<file path="src/rtl/ship_fire_ctrl.sv">
// Player-ship controller: tracks heading and fire mode, and paces shots to the
// projectile stage through a valid/ready handshake with burst gaps and cooldown.
module ship_fire_ctrl #(
  parameter int HEADING_BITS = 3,
  parameter int COOLDOWN     = 4,
  parameter int BURST_LEN    = 3,
  parameter int BURST_GAP    = 2
) (
  input  logic                    clk,
  input  logic                    rst,
  input  logic                    fire,
  input  logic                    change_mode,
  input  logic                    rotate,
  input  logic                    rotate_right,
  input  logic                    spawn_ready,
  output logic                    spawn_valid,
  output logic [HEADING_BITS-1:0] spawn_heading,
  output logic [HEADING_BITS-1:0] heading,
  output logic                    burst_mode,
  output logic                    busy
);

  localparam int MAX_A = (COOLDOWN > BURST_GAP) ? COOLDOWN : BURST_GAP;
  localparam int MAX_V = (MAX_A > BURST_LEN) ? MAX_A : BURST_LEN;
  localparam int CNT_W = $clog2(MAX_V + 1);

  typedef enum logic [1:0] {
    ST_IDLE,
    ST_SHOOT,
    ST_GAP,
    ST_COOLDOWN
  } state_t;

  state_t                  state_q;
  logic [CNT_W-1:0]        cnt_q;
  logic [CNT_W-1:0]        shots_q;
  logic                    spawn_valid_q;
  logic [HEADING_BITS-1:0] spawn_heading_q;
  logic                    busy_q;
  logic                    burst_mode_q;
  logic [HEADING_BITS-1:0] heading_q;
  logic [HEADING_BITS-1:0] heading_d;

  // Heading wraps naturally through the fixed register width.
  always_comb begin
    heading_d = heading_q;
    if (rotate) begin
      if (rotate_right) heading_d = heading_q + HEADING_BITS'(1);
      else              heading_d = heading_q - HEADING_BITS'(1);
    end
  end

  always_ff @(posedge clk or posedge rst) begin
    if (rst) heading_q <= '0;
    else     heading_q <= heading_d;
  end

  always_ff @(posedge clk or posedge rst) begin
    if (rst) begin
      state_q         <= ST_IDLE;
      cnt_q           <= '0;
      shots_q         <= '0;
      spawn_valid_q   <= 1'b0;
      spawn_heading_q <= '0;
      busy_q          <= 1'b0;
      burst_mode_q    <= 1'b0;
    end else begin
      case (state_q)
        ST_IDLE: begin
          if (change_mode) burst_mode_q <= ~burst_mode_q;
          // The volley length uses the mode as it stood before any same-cycle toggle.
          if (fire) begin
            state_q         <= ST_SHOOT;
            shots_q         <= burst_mode_q ? CNT_W'(BURST_LEN) : CNT_W'(1);
            spawn_heading_q <= heading_q;
            spawn_valid_q   <= 1'b1;
            busy_q          <= 1'b1;
          end
        end
        ST_SHOOT: begin
          if (spawn_valid_q && spawn_ready) begin
            spawn_valid_q <= 1'b0;
            shots_q       <= shots_q - CNT_W'(1);
            if (shots_q > CNT_W'(1)) begin
              state_q <= ST_GAP;
              cnt_q   <= CNT_W'(BURST_GAP - 1);
            end else begin
              state_q <= ST_COOLDOWN;
              cnt_q   <= CNT_W'(COOLDOWN - 1);
            end
          end
        end
        ST_GAP: begin
          if (cnt_q == '0) begin
            state_q         <= ST_SHOOT;
            spawn_valid_q   <= 1'b1;
            spawn_heading_q <= heading_q;
          end else begin
            cnt_q <= cnt_q - CNT_W'(1);
          end
        end
        ST_COOLDOWN: begin
          if (cnt_q == '0) begin
            state_q <= ST_IDLE;
            busy_q  <= 1'b0;
          end else begin
            cnt_q <= cnt_q - CNT_W'(1);
          end
        end
        default: begin
          state_q       <= ST_IDLE;
          spawn_valid_q <= 1'b0;
          busy_q        <= 1'b0;
        end
      endcase
    end
  end

  assign spawn_valid   = spawn_valid_q;
  assign spawn_heading = spawn_heading_q;
  assign heading       = heading_q;
  assign burst_mode    = burst_mode_q;
  assign busy          = busy_q;

endmodule

</file>
<file path="config.mk">
export PLATFORM = sky130hd
export DESIGN_NAME = ship_fire_ctrl
export DESIGN_NICKNAME = d
export VERILOG_FILES = /design/src/rtl/ship_fire_ctrl.sv
export SDC_FILE = /design/constraint.sdc
export NUM_CORES = 1
export LEC_CHECK = 0
export CORE_MARGIN = 4
export CORE_UTILIZATION = 40
export CTS_CLUSTER_SIZE = 30
export DETAILED_ROUTE_END_ITERATION = 10
export HOLD_SLACK_MARGIN = 0.12
export PLACE_DENSITY = 0.69
export SLEW_MARGIN = 25
export SYNTH_ARGS = -nofsm -noshare
export SYNTH_HDL_FRONTEND = slang
export SYNTH_SLANG_ARGS = --single-unit
</file>
<file path="constraint.sdc">
create_clock -name clk -period 1.7 [get_ports clk]
set_input_delay 0.34 -clock clk [delete_from_list [all_inputs] [get_ports clk]]
set_output_delay 0.34 -clock clk [all_outputs]
set_load 0.05 [all_outputs]
</file>
==> results.md, run 1 <==
* Clk_lat worst skew at between 0.2 and 0.3 ns
* Vias in the first global route at ~620
* Detail Placement HPWL at 1230 um
* Die Y-Extent at 54.3 um
* CTS clock-pin slew for the worst setup and hold paths at 0.10 ns
* Worst r2r src: cnt_q[0]
* Finished Cell Area at between 0.001 and 0.0015 sq mm
* Cell Rows at 16
* Worst setup path category: flop to flop
* Reg2reg path depth at 5
* Least-Margin Pin Slew at roughly 0.29 ns
* Post-Synthesis Cell Area at 858 sq um
* Core Box Area at between 0.002 and 0.0025 sq mm
* TritonCTS Buffers at 3
* R2R Setup Slk at 0.21 ns
* Setup TNS at 0 ns
* # fillers at 192
* Deepest clock path buffer count at 2
* Placer congestion estimate at ~0.8
* Met1 WL at between 700 and 800 um
* DRC at 0
* Final period util at between 80% and 90%
* Worst path top cell family by delay: flip-flops
* Final Hold Viols at 0
* Critical path origin: cnt_q[0]
* First-pass GRT wire length at 2680 um
* CTS HTree Levels at 1
* CTS resizes at 0
* Commonest non-fill, non-tap cells in the layout: dfrtp_1, buf_4, nor2_1, inv_1, nand2_1
* Final min period at 1.49 ns
* WL final at 1560 um
* Leading cell type in the layout, fill and taps excluded: dfrtp_1
* Slowest CP cell: dfrtp_1
* Detailed Routing Iterations Pass 1 at 4
* Met3 WL post-DR at 72 um
* Mapped Cells at 81
* Slew Viols, Final at 0
* Layout cell share with drive strength beyond 1 at 27.2%
* Hold WC Path Type: input port to async pin
* Max-Cap Viols at 0
* Clk sinks at 17
* Mapped Nets at 93
* WP data required at 1.88 ns
* Startpoint types: flop
* Syn Area/Cell at 10.6 sq um
* Fin nets at 116
* Total gr overflow at 0
* Fmax at between 600 and 700 MHz
* Status: finished clean
* Rel. slew slack at ~81%
* Cts hold-fix bufs at 0
* Initial antenna violation count at 0
* Total track usage at 13.1%
* Yosys Warn Count at 0
* Die width at approximately 54 um
* Pin count of the biggest net entering global routing at 18
* Post-CTS Setup Inserts at 0
* Via density at around 4.6
* Area after DPL at 0.00104 sq mm
* Synth unique cells at 22
* Buf/Inv on CP at 1
* Worst Path Arrival at 1.67 ns
* IO buf count at 15
* Diode count at 0
* Crit path cell chain: inv_1, ha_1, nand3b_1, a21oi_2, mux2_2
* Register area at 425 sq um
* CTS tree: done
* Routed wl met2 at 734 um
* Starting density of the core at 42.9%
* WL/cell at ~12 um
* Seq/Total Area, Yosys at 49.6%
* Multi-input combinational cell area at 392 sq um
* Unrepaired setup endpoints after global routing: false
* CP max FO at 4
* DR vias at 604
* Critical R2R Capture: spawn_heading[2]
* 1st-iter DRT viols at 5
* Skew final at 0.00650 ns
* Top sig layer: met4
* Crit path largest cell delay at ~0.37 ns
* FF+latch count, synth at 17
* Root Buffer: clkbuf_4
* Area growth syn-to-layout at 24.6%
* Final setup vio count at 0
* Top-level port count at 16
* CP Capture Type: flop
* Antenna violation net count after detailed routing at 0
* Area of the die at 0.00295 sq mm
## metal layers
layer	track usage, %	vias up
met5	0	-
li1	-	311
met4	8.71	0
met2	20.5	11
met3	3.00	4
met1	15.8	278
## kinds of logic after synthesis
| group | count (synthesis) | share of synthesized area, % |
|---|---|---|
| fa+ha+maj | 5 | 8.16 |
| xor+xnor | 4 | 4.08 |
| flops | 17 | 49.6 |
| mux | 9 | 12.0 |
| simple gates | 24 | 12.7 |
| compound gates | 12 | 8.75 |
| buf+inv | 10 | 4.81 |
## worst max-delay path by stage
stage / endpoint / depth (start not counted)
after floorplan: heading[1] / 2
after global placement: heading[2] / 6
after detailed placement: heading[2] / 6
after CTS: spawn_heading[0] / 5
after global routing: spawn_heading[2] / 5
final: spawn_heading[2] / 5
## area by class of cell
type / count / area share (%)
Sequential cell: 17 / 39.8
Multi-Input combinational cell: 54 / 36.6
Timing Repair Buffer: 19 / 14.7
Inverter: 9 / 3.16
Tap cell: 27 / 3.16
Clock buffer: 3 / 2.11
Clock inverter: 1 / 0.468
## registers in the layout, summed over array words and instances, names as in the netlist
name / cells
burst_mode: 1
busy: 1
cnt_q: 3
heading: 3
shots_q: 3
spawn_heading: 3
spawn_valid: 1
state_q: 2
## per-stage QoR
stage                     hold slack (ns)  utilization [%]  setup WS [ns]  std cells
after detailed placement            0.487             52.1        -0.0969        126
after global placement              0.476             52.1        -0.0655        126
after floorplan                     0.266                -          0.161         81
final                               0.341             53.4          0.209        130
after CTS                           0.342             53.4          0.194        130
after global routing                0.383             53.4         0.0783        130
## worst reg2reg max path: cells and delay by family (launching register included)
kind,cells,cell delay (ns)
AO/OA/AOI/OAI,1,0.25
AND/OR/NAND/NOR,1,0.11
buffers and inverters,1,0.10
adder cells (fa/ha/maj),1,0.21
flip-flops,1,0.37
multiplexers,1,0.36
## cells in the mapped netlist
master	count	share of area, %
a21oi_1	4	2.3
a21oi_2	1	1.0
buf_4	1	0.87
dfrtp_1	17	50
fa_1	1	2.3
ha_1	4	5.8
inv_1	9	3.9
mux2_1	1	1.3
mux2_2	5	6.6
mux2_4	1	1.7
mux2i_1	2	2.3
nand2_1	9	3.9
nand2b_1	2	1.5
nand3_2	1	1.2
nand3b_1	1	0.87
nor2_1	9	3.9
nor3_1	1	0.58
o21ai_0	4	2.3
o21ai_2	3	3.1
or2_1	1	0.73
xnor2_1	3	3.1
xor2_1	1	1.0
Power of run 1 is not shown: default switching activity piles up to over one toggle a cycle in this logic, so the estimate is an artifact.
==> run 2, diff against run 1 <==
DONT_BUFFER_PORTS = 1   (was not set)
PLACE_DENSITY = 0.59   (was 0.69)
==> results.md, run 2 (same netlist as run 1, synthesis figures left out) <==
* Antenna violation net count after detailed routing at 0 (unchanged)
* Skew final at 0.00330 ns (-0.00320 ns)
* Multi-input combinational cell area at 392 sq um (unchanged)
* TritonCTS Buffers at 3 (unchanged)
* CTS resizes at 0 (unchanged)
* Reg2reg path depth at 4 (-1)
* Critical R2R Capture: cnt_q[1]
* Clk_lat worst skew at 0.29 ns (about the same)
* Worst setup path category: flop to flop
* Status: finished clean
* CP Capture Type: flop
* Placer congestion estimate at 0.776 (-2.8%)
* Total track usage at 12.3% (-0.79 points)
* Leading cell type in the layout, fill and taps excluded: dfrtp_1
* Setup TNS at 0 ns (unchanged)
* Diode count at 0 (unchanged)
* Met3 WL post-DR at 83 um (+15%)
* Area of the die at 0.00295 sq mm (unchanged)
* Fmax at 664 MHz (-0.95%)
* DR vias at 551 (-8.8%)
* Detail Placement HPWL at 1130 um (-7.6%)
* Starting density of the core at 42.9% (unchanged)
* Worst Path Arrival at 1.69 ns (+0.02 ns)
* Pin count of the biggest net entering global routing at 18 (unchanged)
* Deepest clock path buffer count at 2 (unchanged)
* WL/cell at 12.6 um (+5.2%)
* Critical path destination: cnt_q[1]
* Die width at 54.3 um (unchanged)
* Final setup vio count at 0 (unchanged)
* Met1 WL at 635 um (-11%)
* Clk sinks at 17 (unchanged)
* Initial antenna violation count at 0 (unchanged)
* R2R Setup Slk at 0.19 ns (about the same)
* Rel. slew slack at 56.2% (-25 points)
* Area growth syn-to-layout at 11.1%
* Final min period at 1.51 ns (+0.0142 ns)
* Root Buffer: clkbuf_4
* Vias in the first global route at 563 (-9.5%)
* Hold WC Path Type: input port to flop
* CTS clock-pin slew for the worst setup and hold paths at 0.10 ns (about the same)
* Startpoint types: flop
* Critical path origin: shots_q[0]
* Core Box Area at 0.00200 sq mm (unchanged)
* Final Hold Viols at 0 (unchanged)
* Cell Rows at 16 (unchanged)
* First-pass GRT wire length at 2530 um (-5.9%)
* Post-CTS Setup Inserts at 0 (unchanged)
* Worst r2r src: shots_q[0]
* Cts hold-fix bufs at 1 (+1)
* Max-Cap Viols at 0 (unchanged)
* CP max FO at 5 (+1)
* Fin nets at 102 (-12%)
* Layout cell share with drive strength beyond 1 at 19.1% (-8.1 points)
* WP data required at 1.88 ns (about the same)
* IO buf count at 0 (-15)
* Detailed Routing Iterations Pass 1 at 4 (unchanged)
* Top-level port count at 16 (unchanged)
* 1st-iter DRT viols at 9 (+4)
* CTS HTree Levels at 1 (unchanged)
* Via density at 4.75 (+2.2%)
* Unrepaired setup endpoints after global routing: false
* # fillers at 193 (+0.52%)
* Register area at 425 sq um (unchanged)
* DRC at 0 (unchanged)
* Commonest non-fill, non-tap cells in the layout: dfrtp_1, nor2_1, inv_1, nand2_1, mux2_2
* Top sig layer: met4
* Routed wl met2 at 719 um (-2.0%)
* Least-Margin Pin Slew at 0.656 ns (+0.368 ns)
* Slew Viols, Final at 0 (unchanged)
* Final period util at 88.6% (+0.84 points)
* Die Y-Extent at 54.3 um (unchanged)
* WL final at 1460 um (-6.1%)
* Total gr overflow at 0 (unchanged)
* CTS tree: done
==> run 2: cell types whose count changed in the layout (fill, tap and decap cells not counted) <==
| cell | previous run | this run |
|---|---|---|
| clkinv_2 | 1 | 0 |
| dlygate4sd3_1 | 0 | 2 |
| buf_4 | 13 | 3 |
| clkbuf_1 | 0 | 1 |
| clkdlybuf4s50_1 | 6 | 0 |
==> run 2: area by class of cell <==
type | instances | area share (%)
Multi-Input combinational cell | 54 | 41.1
Inverter | 9 | 3.54
Sequential cell | 17 | 44.6
Clock buffer | 4 | 2.76
Tap cell | 27 | 3.54
Timing Repair Buffer | 5 | 4.46
==> run 2: worst min path at each step <==
stage,from,end,slack (ns),depth (start not counted)
floorplan,rst,burst_mode,0.27,1
global placement,rst,spawn_valid,0.35,1
detailed placement,rst,spawn_valid,0.36,1
CTS,rotate,heading[0],0.12,1
global route,change_mode,burst_mode,0.18,2
finish,change_mode,burst_mode,0.19,2
==> run 2: per-layer routing <==
layer | vias up | GRT usage [%]
li1 | 276 | -
met1 | 259 | 15.6
met2 | 12 | 18.9
met3 | 4 | 3.54
met4 | 0 | 6.22
met5 | - | 0
==> run 2: through the flow <==
stage                     instances  setup WS [ns]  utilization, %  hold slack (ns)  cell area, sq um
after floorplan                  81          0.161               -            0.266               858
after global placement          110          0.232            45.3            0.352               907
after detailed placement        110          0.206            45.3            0.364               907
after CTS                       115          0.189            47.1            0.123               943
after global routing            116         0.0849            47.6            0.180               953
final                           116          0.194            47.6            0.191               953
==> run 2: critical path: stages (launching register included) <==
cell,delay (ns)
dfrtp_1,0.43
ha_1,0.21
o21ai_0,0.30
o21ai_0,0.15
mux2_1,0.31
Power of run 2 is left out for the same reason.
==> patch: new RTL, flow settings as in run 2 <==
Set the parameter `COOLDOWN` to 8 (it was 4).
--- a/src/rtl/ship_fire_ctrl.sv
+++ b/src/rtl/ship_fire_ctrl.sv
@@ -3,5 +3,5 @@
 module ship_fire_ctrl #(
   parameter int HEADING_BITS = 3,
-  parameter int COOLDOWN     = 4,
+  parameter int COOLDOWN     = 8,
   parameter int BURST_LEN    = 3,
   parameter int BURST_GAP    = 2
Formal check against the unedited RTL: not equivalent (Yosys sat finds a counterexample within 10 cycles, from zero or initial values and one cycle with rst high).
==> patch against run 2 <==
Fmax is 5.8% lower. First-iteration DRC count increased by 67%. Sequential cell count grew 2. Core utilization grew 0.30 points. Synthesized area rose by 22%. Global-route usage rose by 0.80 points. Cell area rose by 25%. Setup slack got worse by 0.093 ns. Routed wire length up 37%. Clock skew decreased by 0.0022 ns. Worst hold slack got worse by 0.014 ns.
==> patch: results (changes against run 2) <==
STA
-----------------------------------------------------------------------------------------------------
Minimum clock period                                                                          1.60 ns   +0.0934 ns
Worst slew margin                                                                               64.9%   +8.7 points
Maximum clock skew at final layout                                                         0.00110 ns   -0.00220 ns

ROUTE
-----------------------------------------------------------------------------------------------------
WL final                                                                                      2010 um   +37%
Count of vias placed by the detailed router                                                       763   +38%
Number of DRC markers in iteration 0                                                               15   +6

CLOCK NETWORK
-----------------------------------------------------------------------------------------------------
Clock-pin transition on the worst setup and hold timing paths                                 0.11 ns
Clock latency on the worst-skew pair                                                          0.30 ns

GLOBAL ROUTING
-----------------------------------------------------------------------------------------------------
Largest net degree at the start of global routing                                                  20   +2
Global Route Usage Sum                                                                          13.1%   +0.80 points
Grt met3 use                                                                                    3.49%   -0.056 points
Met2 track demand over resource in global routing                                               20.2%   +1.3 points
Met1 demand-to-capacity share in global routing                                                 16.7%   +1.1 points

CRITICAL PATH
-----------------------------------------------------------------------------------------------------
Worst r2r path cells                                                                                6   +2
Worst Path Arrival                                                                            1.80 ns   +0.11 ns
Capture point of the critical path                                                       spawn_heading[2]
Setup slack of the worst register-to-register path                                            0.10 ns   -0.09 ns
Critical Path Source                                                                         cnt_q[1]
CP Max Fanout                                                                                       4   -1

YOSYS
-----------------------------------------------------------------------------------------------------
Number of nets produced by synthesis                                                              111   +19%
Synthesized netlist cell count                                                                    100   +23%
Number of distinct library cells after synthesis                                                   34   +55%
Proportion of synthesized chip area in sequential cells                                         45.6%   -4.0 points
Share of the synthesized netlist area taken by xor and xnor gates                               5.04%   +0.95 points
Share of the synthesized area in compound gates (AO/OA/AOI/OAI)                                 14.7%   +6.0 points
Cell types occupying the most area after synthesis                                       sky130_fd_sc_hd__dfrtp_1 46%, sky130_fd_sc_hd__mux2_2 5.4%, sky130_fd_sc_hd__xnor2_1 4.2%
Post-synthesis share of cell area spent on full adders, half adders and majority gates          5.52%   -2.6 points
Synth cell count leaders                                                                 19 x sky130_fd_sc_hd__dfrtp_1, 11 x sky130_fd_sc_hd__nor2_1, 9 x sky130_fd_sc_hd__inv_1

FINAL LAYOUT
-----------------------------------------------------------------------------------------------------
Proportion of layout cells with a drive suffix above 1                                          22.5%   +3.4 points
Antenna diode count                                                                                 0   unchanged
Final #Nets                                                                                       123   +21%
Layout fillers                                                                                    253   +31%
Final standard cell count with taps included and fillers excluded                                 141   +22%

PLACED DESIGN
-----------------------------------------------------------------------------------------------------
Number of cells after detailed placement                                                          134   +22%
Routability-driven placement congestion ratio                                                   0.805   +3.8%
Worst slack at placement                                                                    0.0725 ns   -0.134 ns
Post-Place Cell Area                                                                       1110 sq um   +23%
DP Wirelength                                                                                 1450 um   +28%

OUTCOME
-----------------------------------------------------------------------------------------------------
Status                                                                                      completed

## patch: what timing repair did
item,in CTS,in global routing
hold buffers,2,0
endpoints found under the setup margin,0,4
endpoints found under the hold margin,20,0
resized for setup,0,5
setup buffers,0,1
## patch: kinds of logic (layout without fill, tap and decap cells)
kind of cell,after synthesis,in the layout
simple gates,27,27
compound gates,22,22
flops,19,19
buf+inv,13,24
mux,9,9
xor+xnor,6,6
fa+ha+maj,4,4
## patch: how the worst min path moves through the flow
stage	start	end	slack (ns)	depth (start not counted)
2_1_floorplan	rst	burst_mode	0.29	1
3_3_place_gp	rst	cnt_q[0]	0.27	2
3_5_place_dp	rst	spawn_heading[2]	0.28	2
4_1_cts	rotate	heading[2]	0.16	2
5_1_grt	change_mode	burst_mode	0.16	2
6_report	change_mode	burst_mode	0.18	2
## patch: power groups by stage
stage / sequential, mW / combinational (mW) / clock (mW)
2_1_floorplan: 1.20 / 0.778 / 0
3_3_place_gp: 1.16 / 1.05 / 0
3_5_place_dp: 1.16 / 1.07 / 0
4_1_cts: 1.15 / 1.08 / 0.246
5_1_grt: 1.20 / 1.26 / 0.267
6_report: 1.16 / 1.12 / 0.239
## patch: final cells by class
class / count / area (sq um) / share of cell area, %
tap: 30 / 37.5 / 3.16
timing repair buffer: 11 / 87.6 / 7.38
sequential: 19 / 475 / 40.0
multi-input combinational: 68 / 527 / 44.4
clock buffer: 4 / 26.3 / 2.21
inverter: 9 / 33.8 / 2.85
## patch: routing by layer
metal	share of wire, %	routed length (um)	vias to the layer above
met4	1.9	38	0
met2	43	870	17
met1	48	972	373
met5	0	0	-
met3	6.5	130	4
li1	-	-	369
## patch: worst max-delay path, cell delays in order (launching register included)
cell and delay, ns:
sky130_fd_sc_hd__dfrtp_1 0.43, sky130_fd_sc_hd__inv_2 0.08, sky130_fd_sc_hd__ha_4 0.13, sky130_fd_sc_hd__nor3b_4 0.20, sky130_fd_sc_hd__mux2i_1 0.11, sky130_fd_sc_hd__nor2_2 0.20
sky130_fd_sc_hd__mux2_2 0.35
